### src/rtl/gpu_cfg_pkg.sv
// Shared definitions for the GPU configuration shell: register offsets,
// the ID constant, STATUS bit positions, the DMA descriptor type and the
// byte-length to beat-count conversion.
package gpu_cfg_pkg;

  localparam logic [7:0] OFF_ID         = 8'h00;
  localparam logic [7:0] OFF_SCRATCH    = 8'h04;
  localparam logic [7:0] OFF_SRC_LO     = 8'h10;
  localparam logic [7:0] OFF_SRC_HI     = 8'h14;
  localparam logic [7:0] OFF_DST_LO     = 8'h18;
  localparam logic [7:0] OFF_DST_HI     = 8'h1C;
  localparam logic [7:0] OFF_LEN        = 8'h20;
  localparam logic [7:0] OFF_START      = 8'h24;
  localparam logic [7:0] OFF_BEATS_LEFT = 8'h28;
  localparam logic [7:0] OFF_STATUS     = 8'h2C;

  localparam logic [31:0] GPU_ID = 32'h4F47_5055;

  localparam int STATUS_DONE_BIT = 0;
  localparam int STATUS_BUSY_BIT = 1;

  typedef struct packed {
    logic [63:0] src;
    logic [63:0] dst;
    logic [31:0] len;
  } dma_desc_t;

  // Round a byte length up to 32-bit beats; the 33-bit sum keeps
  // 0xFFFF_FFFF from wrapping to zero.
  function automatic logic [31:0] len_to_beats(input logic [31:0] len);
    logic [32:0] sum;
    sum = {1'b0, len} + 33'd3;
    return {1'b0, sum[32:2]};
  endfunction

endpackage

### src/rtl/gpu_dma_engine.sv
// DMA descriptor engine: latches a descriptor on an accepted start, counts
// down one 32-bit beat per cycle while advancing working addresses, and
// reports busy plus a sticky done flag.
module gpu_dma_engine
  import gpu_cfg_pkg::*;
(
  input  logic        clk_i,
  input  logic        rst_ni,
  input  logic        start_i,
  input  dma_desc_t   desc_i,
  output logic        busy_o,
  output logic        done_o,
  output logic [31:0] beats_left_o
);

  logic        busy_q;
  logic        done_q;
  logic        zero_pend_q;
  logic [31:0] beats_q;
  logic [63:0] src_q;
  logic [63:0] dst_q;
  logic [31:0] launch_beats;
  logic        accept;

  assign launch_beats = len_to_beats(desc_i.len);
  // A start arriving while a transfer runs is dropped.
  assign accept       = start_i && !busy_q;

  // Launch, per-beat countdown/address advance, and completion flags.
  always_ff @(posedge clk_i or negedge rst_ni) begin
    if (!rst_ni) begin
      busy_q      <= 1'b0;
      done_q      <= 1'b0;
      zero_pend_q <= 1'b0;
      beats_q     <= '0;
      src_q       <= '0;
      dst_q       <= '0;
    end else if (accept) begin
      src_q       <= desc_i.src;
      dst_q       <= desc_i.dst;
      beats_q     <= launch_beats;
      busy_q      <= (launch_beats != 32'd0);
      // Zero-length launches never go busy; done follows one cycle later.
      zero_pend_q <= (launch_beats == 32'd0);
      done_q      <= 1'b0;
    end else begin
      if (zero_pend_q) begin
        zero_pend_q <= 1'b0;
        done_q      <= 1'b1;
      end
      if (busy_q) begin
        beats_q <= beats_q - 32'd1;
        src_q   <= src_q + 64'd4;
        dst_q   <= dst_q + 64'd4;
        if (beats_q == 32'd1) begin
          busy_q <= 1'b0;
          done_q <= 1'b1;
        end
      end
    end
  end

  assign busy_o       = busy_q;
  assign done_o       = done_q;
  assign beats_left_o = beats_q;

endmodule

### src/rtl/gpu_top.sv
// GPU shell: single-cycle configuration port with address decode, the
// descriptor register file and the read mux, driving gpu_dma_engine.
// Optional build macro: GPU_CFG_READBACK_EN makes the descriptor registers
// (0x10-0x20) readable; without it they read 0 but still program launches.
module gpu_top
  import gpu_cfg_pkg::*;
(
  input  logic        clk,
  input  logic        rst_n,
  input  logic        cfg_req_valid,
  input  logic [31:0] cfg_req_addr,
  input  logic [31:0] cfg_req_wdata,
  output logic        cfg_resp_valid,
  output logic [31:0] cfg_resp_rdata
);

  logic [7:0]  off;
  logic        unused_addr_bits;
  logic [31:0] scratch_q;
  logic [31:0] src_lo_q, src_hi_q, dst_lo_q, dst_hi_q, len_q;
  logic        start_req;
  dma_desc_t   desc;
  logic        busy, done;
  logic [31:0] beats_left;
  logic [31:0] rdata;

  // Only address bits [7:2] select a register.
  assign off              = {cfg_req_addr[7:2], 2'b00};
  assign unused_addr_bits = ^{cfg_req_addr[31:8], cfg_req_addr[1:0]};
  assign start_req        = cfg_req_valid && (off == OFF_START) && cfg_req_wdata[0];

  assign desc.src = {src_hi_q, src_lo_q};
  assign desc.dst = {dst_hi_q, dst_lo_q};
  assign desc.len = len_q;

  // Register file writes; read-only and unmapped offsets ignore writes.
  always_ff @(posedge clk or negedge rst_n) begin
    if (!rst_n) begin
      scratch_q <= '0;
      src_lo_q  <= '0;
      src_hi_q  <= '0;
      dst_lo_q  <= '0;
      dst_hi_q  <= '0;
      len_q     <= '0;
    end else if (cfg_req_valid) begin
      case (off)
        OFF_SCRATCH: scratch_q <= cfg_req_wdata;
        OFF_SRC_LO:  src_lo_q  <= cfg_req_wdata;
        OFF_SRC_HI:  src_hi_q  <= cfg_req_wdata;
        OFF_DST_LO:  dst_lo_q  <= cfg_req_wdata;
        OFF_DST_HI:  dst_hi_q  <= cfg_req_wdata;
        OFF_LEN:     len_q     <= cfg_req_wdata;
        default: ;
      endcase
    end
  end

  gpu_dma_engine u_engine (
    .clk_i        (clk),
    .rst_ni       (rst_n),
    .start_i      (start_req),
    .desc_i       (desc),
    .busy_o       (busy),
    .done_o       (done),
    .beats_left_o (beats_left)
  );

  // Combinational read mux from current register state.
  always_comb begin
    rdata = '0;
    if (cfg_req_valid) begin
      case (off)
        OFF_ID:         rdata = GPU_ID;
        OFF_SCRATCH:    rdata = scratch_q;
`ifdef GPU_CFG_READBACK_EN
        OFF_SRC_LO:     rdata = src_lo_q;
        OFF_SRC_HI:     rdata = src_hi_q;
        OFF_DST_LO:     rdata = dst_lo_q;
        OFF_DST_HI:     rdata = dst_hi_q;
        OFF_LEN:        rdata = len_q;
`endif
        OFF_BEATS_LEFT: rdata = beats_left;
        OFF_STATUS: begin
          rdata[STATUS_DONE_BIT] = done;
          rdata[STATUS_BUSY_BIT] = busy;
        end
        default:        rdata = '0;
      endcase
    end
  end

  assign cfg_resp_valid = cfg_req_valid;
  assign cfg_resp_rdata = rdata;

endmodule

### config.mk
export PLATFORM = sky130hd
export DESIGN_NAME = gpu_top
export DESIGN_NICKNAME = d
export VERILOG_FILES = /design/src/rtl/gpu_cfg_pkg.sv /design/src/rtl/gpu_dma_engine.sv /design/src/rtl/gpu_top.sv
export SDC_FILE = /design/constraint.sdc
export NUM_CORES = 1
export LEC_CHECK = 0
export ABC_AREA = 1
export CAP_MARGIN = 20
export CELL_PAD_IN_SITES_DETAIL_PLACEMENT = 0
export CELL_PAD_IN_SITES_GLOBAL_PLACEMENT = 1
export CORE_MARGIN = 5
export CORE_UTILIZATION = 30
export CTS_CLUSTER_DIAMETER = 50
export DETAILED_ROUTE_END_ITERATION = 6
export PLACE_DENSITY = 0.72
export RECOVER_POWER = 50
export SLEW_MARGIN = 25
export SYNTH_ARGS = -nofsm -noshare
export SYNTH_HDL_FRONTEND = slang
export SYNTH_SLANG_ARGS = --single-unit
### constraint.sdc
create_clock -name clk -period 4 [get_ports clk]
set_clock_uncertainty 0.1 [all_clocks]
set_input_delay 0.8 -clock clk [delete_from_list [all_inputs] [get_ports clk]]
set_output_delay 0.8 -clock clk [all_outputs]
set_load 0.05 [all_outputs]
; Yosys cells after proc, flatten, opt, wreduce, memory -nomap -nowiden
; Cells that the tools add are included.
; W data, S select, Z words.
[op_classes]
mux = 13
eq_ne = 6
addsub = 2
reduce_logical = 10
[ops]
columns = operator, count
row1 = $mux W32, 3
row2 = $pmux W30 S3, 1
row3 = $add A32 B2 Y33 const B, 1
row4 = $eq A32 B1 Y1 const B, 1
row5 = $logic_not A32 Y1, 1
row6 = $reduce_bool A32 Y1, 1
row7 = $sub A32 B1 Y32 const B, 1
row8 = $eq A6 B4 Y1 const B, 4
row9 = $logic_not A8 Y1, 1
row10 = $mux W1, 8
row11 = $pmux W2 S4, 1
row12 = $eq A6 B1 Y1 const B, 1
row13 = $reduce_and A2 Y1, 2
row14 = $logic_and A1 B1 Y1, 3
row15 = $reduce_bool A2 Y1, 1
row16 = $logic_not A1 Y1, 1
[totals]
out_inout_bits = 33
in_bits = 67
wordCells = 37
register_bits = 99

; Logic depth before layout (Yosys ltp)
; Gate-level depths: netlist (run 1).
[logic_depth]
word_depth = 5
depth_mapped = 14
depth_no_buf = 13

; Cells and area by module
; From an unflattened synthesis (run 1), not the netlist that was laid out.
[unflattened]
cells_unflattened = 1361
hier_area_um2 = 11054.4
[modules_own_cells]
columns = mod, cells_per_inst, seq_area_each_um2, instances, area_each_um2
row1 = gpu_top, 796, 4804.6, 1, 7686.1
row2 = gpu_dma_engine, 565, 875.8, 1, 3368.2

; Worst setup path after synthesis (run 1)
; Ideal clock, no wire load.
[synth_timing]
path_kind = input -> output
start = in cfg_req_addr[7]
end = out cfg_resp_rdata[0]
t_required_ns = 3.100
cell_stages = 5
path_buffers = 1
slack_ns = 0.489
t_arrival_ns = 2.611
path_cell_list = or2_4 > nor4_2 > clkbuf_1 > nand2_1 > a31oi_1
[synth_between]
elab_chain_cells = 3
[synth_lines]
columns = item, line_no
row1 = from (decl), gpu_top.sv:11  ; input logic [31:0] cfg_req_addr,
row2 = "$eq A6 B4 Y1, or another cell as far along", gpu_top.sv:72  ; case (off)
row3 = $pmux W2 S4 (*), gpu_top.sv:72
row4 = $mux W32 (*), gpu_top.sv:71  ; if (cfg_req_valid) begin
row5 = to (decl), gpu_top.sv:14  ; output logic [31:0] cfg_resp_rdata
; Every way passes the cells marked *; elsewhere a longest branch is shown, timed or not.

; Worst setup path after layout (run 1)
[layout_timing]
start = in cfg_req_addr[3]
end = out cfg_resp_rdata[16]
[layout_between]
elab_chain_cells = 3
[layout_lines]
columns = item, line_no
row1 = "$eq A6 B4 Y1, or another cell as far along", gpu_top.sv:72
row2 = $pmux W30 S3 (*), gpu_top.sv:72
row3 = $mux W32 (*), gpu_top.sv:71
; Marked as above.

==> reports/results.tsv, run 1 <==
metric	value	unit
minimum clock period	3.53	ns
drt first pass iters	5	
Hold WC Path Type	register to register	
register area share after synthesis	39.1	%
Area contributors post-synth	dfrtp_1 39%, nand2_1 15%, o21ai_0 7.3%	
Die Area	24100	sq um
port buffer count	73	
CTS Hold Buffers Added	0	
Total GRT Usage	17.2	%
Synth Flop Type	dfrtp_1	
die width	155	um
Critical Path AT	2.63	ns
post-DP HPWL	15600	um
initial core utilization	30.3	%
count of final hold-check violations	0	
CORE AREA	20900	sq um
pin count of the biggest net entering global routing	84	
routed via count	6111	
Worst path slowest cell	clkdlybuf4s50_1	
fin crit share	88.3	%
failing checks	max-capacitance violations, max-slew violations	
Crit. End Element	output port	
Leak	3.48	nW
worst reg2reg path depth	9	
crit-path max FO	17	
critical path class	primary input to output port	
post-synth top area share	39.1	%
Ys Warns	0	
nets	1034	
RSZ-0062 raised after global routing	no	
IO Pins	100	
Max clock buf depth	2	
status	complete, but fails checks	
crit start category	primary input	
first-pass GRT wire length	32800	um
clock slew at reported path FFs	0.07	ns
Resized cells post-CTS	0	
post-synth cell types	46	
Layout area overhead	25.6	%
drt total wl	20600	um
hold-critical path depth	2	
clock sink total	99	
drc violations	0	
Async SR Flop Fraction	100	%
initial DRC count	481	
clk_lat worst skew	0.35	ns
routed wire length per instance	16.5	um
Die Ht	155	um
crit-path cells	clkdlybuf4s50_1 -> inv_1 -> nor4_4 -> inv_1 -> nand2_1 -> nand2_1 -> buf_4 -> a21oi_1 -> buf_12	
Crit path required time	3.10	ns
initial antenna violation count	0	
number of antenna diodes	0	
synthesized area per cell	7.00	sq um
vias per cell	4.91	
total grt overflow	0	
Synth Net Count	974	
M1 GR Usage	25.3	%
fin. max-slew vios	84	
GRT met3 Usage	2.92	%
Post-CTS Setup Bufs	0	
gpl congestion	0.875	
post-synth top area cell	dfrtp_1	
pwr/cell area	327	nW/um^2
DRT antenna net count	0	
GRT met2 Usage	26.6	%
worst-margin pin slew	2.15	ns
TritonCTS Buffers	9	
setup_tns	0	ns
vias in the first global route	5873	
synth cell count leaders	246 x nand2_1, 108 x nor2_1, 99 x dfrtp_1	
CTS H-tree lvls	3	
Fin Hold WS	0.389	ns
VDD IR max	0.000194	V
Finish-stage setup viols	0	
layout cells sized above 1	9.79	%
Root Driver	clkbuf_16	
Synth Cell Area	6340	sq um
most used routing layer in global routing	met2	
max-slew headroom at the worst pin	-43.5	%
maxcap violations	1	
number of synthesized flops with an enable pin	0	
critical path's largest stage delay	0.50	ns
Mapped Cells	905	
most frequent cell after synthesis	nand2_1	
Synth Register Bits	99	
FP Rows	53	
Max Freq	283	MHz
CTS tree	done	
## layer usage
layer	wire (um)	share of wire, %	vias to the layer above
li1	-	-	3095
met1	10200	50	2877
met2	9340	45	129
met3	798	3.9	10
met4	173	0.84	0
met5	0	0	-
## stage by stage
stage               power, mW  area, sq um  setup slack (ns)  util (%)  cells
finish                   2.61         7960             0.469      38.1   1245
global placement         1.73         7680             0.442      36.8   1229
detailed placement       1.74         7690             0.441      36.8   1229
CTS                      2.62         7980             0.437      38.2   1245
floorplan                1.53         6340             0.489         -    905
global route             2.75         7960             0.330      38.1   1245
## flip-flops by register name (all words and copies together) (netlist names)
name                   flops
scratch_q                 32
len_q                     32
u_engine.beats_left_o     32
u_engine.done_o            1
u_engine.busy_o            1
u_engine.zero_pend_q       1
## cell type report
type	count	area (sq um)
well taps	275	344
multi-input cells	674	3340
clock inverters	6	66.3
flip-flops and latches	99	2480
fillers	2248	12900
repair buffers	83	1140
inverters	98	370
clock buffers	10	229
## critical path: cells and delay by family
family	cells	cell delay (ns)
compound gates	1	0.28
simple gates	3	0.47
buf+inv	5	1.08
## power by group
group          internal (mW)  switching [mW]
sequential              1.12           0.163
combinational          0.175           0.262
clock                  0.485           0.399
## layout by cell type, fill, tap and decap left out, types with 4 or more instances in the layout
cell type	count
o22ai_1	4
nor3_1	13
nand2_2	6
a22oi_1	32
inv_1	94
nor2_4	6
o211ai_1	8
clkdlybuf4s50_1	39
dfrtp_1	99
xor2_1	9
a21oi_1	33
a211oi_1	4
nand4_1	10
o21ai_1	6
nand3b_1	16
nor2_1	109
clkbuf_16	9
buf_4	5
o21ai_0	92
nand3_1	38
buf_12	34
nand2_1	245
nor2_2	13
## kinds of logic after synthesis
logic type                 after synthesis  synth area share, %
buffers and inverters                  132                 8.31
xor gates and xnor gates                 9                 1.24
muxes                                    1                0.158
DFF                                     99                 39.1
and+or+nand+nor                        473                 33.6
AOI/OAI and AO/OA                      189                 17.2
adders and majority gates                2                0.395
## path summary, 6_finish.rpt
path | to | slack [ns] | startpoint
min in group asynchronous | scratch_q[25] | 0.98 | rst_n
max reg2reg | u_engine.beats_left_o[30] | 1.64 | u_engine.beats_left_o[0]
min reg2reg | scratch_q[27] | 0.39 | scratch_q[27]
max in group asynchronous | len_q[16] | 1.43 | rst_n
max | cfg_resp_rdata[16] | 0.47 | cfg_req_addr[3]
min | scratch_q[27] | 0.39 | scratch_q[27]
Note: power is estimated with default switching activity, not from simulation.
==> run 2, diff against run 1 <==
CTS_BUF_LIST = sky130_fd_sc_hd__clkbuf_4 sky130_fd_sc_hd__clkbuf_8   (was default)
GPL_ROUTABILITY_DRIVEN = 0   (was default)
==> reports/results.tsv, run 2 (synthesis results as in run 1) <==
metric	value	unit	change
Resized cells post-CTS	0		unchanged
Crit. End Element	output port		
Critical Path AT	2.63	ns	about the same
pin count of the biggest net entering global routing	84		unchanged
IO Pins	100		unchanged
Layout area overhead	24.1	%	
drc violations	0		unchanged
crit-path max FO	17		unchanged
clk_lat worst skew	0.39	ns	+0.04 ns
fin. max-slew vios	84		unchanged
DRT antenna net count	0		unchanged
pwr/cell area	304	nW/um^2	-7.1%
die width	155	um	unchanged
initial core utilization	30.3	%	unchanged
vias per cell	4.91		+0.11%
drt total wl	20600	um	about the same
vias in the first global route	5864		-0.15%
CTS tree	done		
routed via count	6118		+0.11%
post-DP HPWL	15600	um	unchanged
failing checks	max-capacitance violations, max-slew violations		
Crit path required time	3.10	ns	about the same
Max Freq	283	MHz	about the same
reg2reg setup slack	1.73	ns	+0.09 ns
Total GRT Usage	17.2	%	+0.029 points
DP Worst Slack	0.441	ns	unchanged
most frequent cells in the layout	245 x nand2_1, 109 x nor2_1, 99 x dfrtp_1		
crit start category	primary input		
Hold WC Path Type	register to register		
RSZ-0062 raised after global routing	no		
minimum clock period	3.53	ns	-0.00114 ns
fill count	2255		+0.31%
Max clock buf depth	2		unchanged
status	complete, but fails checks		
Critical R2R Capture	u_engine.beats_left_o[20]		
maxcap violations	1		unchanged
CTS H-tree lvls	3		unchanged
post-route setup slack	0.470	ns	+0.00114 ns
Root Driver	clkbuf_8		
number of antenna diodes	0		unchanged
most common cell after layout, fill and taps aside	nand2_1		
critical path startpoint	cfg_req_addr[3]		
FP Rows	53		unchanged
worst r2r src	u_engine.beats_left_o[0]		
clock sink total	99		unchanged
Die Ht	155	um	unchanged
Final Non-Filler Cells	1245		unchanged
CORE AREA	20900	sq um	unchanged
count of final hold-check violations	0		unchanged
DP Area	7690	sq um	unchanged
fin crit share	88.2	%	about the same
worst reg2reg path depth	11		+2
max-slew headroom at the worst pin	-43.4	%	+0.073 points
Post-CTS Setup Bufs	0		unchanged
VDD IR max	0.000180	V	-7.4%
setup_tns	0	ns	unchanged
TritonCTS Buffers	9		unchanged
clock slew at reported path FFs	0.09	ns	+0.02 ns
total grt overflow	0		unchanged
critical path class	primary input to output port		
design area	7860	sq um	-1.2%
Placed Cells	1229		unchanged
port buffer count	73		unchanged
worst-margin pin slew	2.15	ns	-0.00109 ns
Leak	3.44	nW	-1.2%
layout cells sized above 1	9.90	%	+0.10 points
initial antenna violation count	0		unchanged
first-pass GRT wire length	32800	um	about the same
routed wire length per instance	16.5	um	about the same
Setup crit end	cfg_resp_rdata[16]		
CTS Hold Buffers Added	0		unchanged
drt first pass iters	5		unchanged
initial DRC count	440		-8.5%
Die Area	24100	sq um	unchanged
Finish-stage setup viols	0		unchanged
nets	1034		unchanged
run 2: cell count changes in the layout (fill, tap and decap cells not counted):
cell	before	now
clkbuf_1	3	2
clkbuf_16	9	0
clkbuf_4	0	1
clkbuf_8	0	9
run 2: stage by stage:
stage	utilization (%)	power (mW)	hold slack, ns
2_1_floorplan	-	1.53	0.353
3_3_place_gp	36.8	1.73	0.366
3_5_place_dp	36.8	1.74	0.374
4_1_cts	37.8	2.41	0.398
5_1_grt	37.6	2.53	0.420
6_report	37.6	2.39	0.395
run 2: layer usage:
layer / GRT usage, % / share of wire [%] / vias to the layer above
li1: - / - / 3093
met5: 0 / 0 / -
met2: 26.5 / 45 / 122
met4: 4.50 / 1.3 / 0
met1: 25.4 / 50 / 2886
met3: 2.25 / 3.7 / 17
run 2: final cells by class:
type | count | area (sq um) | area share (%)
clock buffers | 10 | 131 | 1.67
clock inverters | 6 | 66.3 | 0.843
inverters | 98 | 370 | 4.71
multi-input cells | 674 | 3340 | 42.4
flip-flops and latches | 99 | 2480 | 31.5
well taps | 275 | 344 | 4.38
repair buffers | 83 | 1140 | 14.4
run 2: worst min path at each step:
stage / cells past startpoint / end / slack (ns) / from
2_1_floorplan: 2 / scratch_q[0] / 0.35 / scratch_q[0]
3_3_place_gp: 2 / scratch_q[30] / 0.37 / scratch_q[30]
3_5_place_dp: 2 / scratch_q[26] / 0.37 / scratch_q[26]
4_1_cts: 1 / u_engine.beats_left_o[29] / 0.40 / rst_n
5_1_grt: 2 / scratch_q[25] / 0.42 / scratch_q[25]
6_report: 2 / scratch_q[26] / 0.39 / scratch_q[26]
run 2: worst max-delay path, stage by stage:
cell,delay [ns]
clkdlybuf4s50_1,0.50
inv_1,0.10
nor4_4,0.36
inv_1,0.09
nand2_1,0.07
nand2_1,0.04
buf_4,0.21
a21oi_1,0.28
buf_12,0.18
run 2: power breakdown:
group / internal, mW / switching [mW]
Sequential: 1.12 / 0.164
Combinational: 0.175 / 0.263
Clock: 0.296 / 0.372
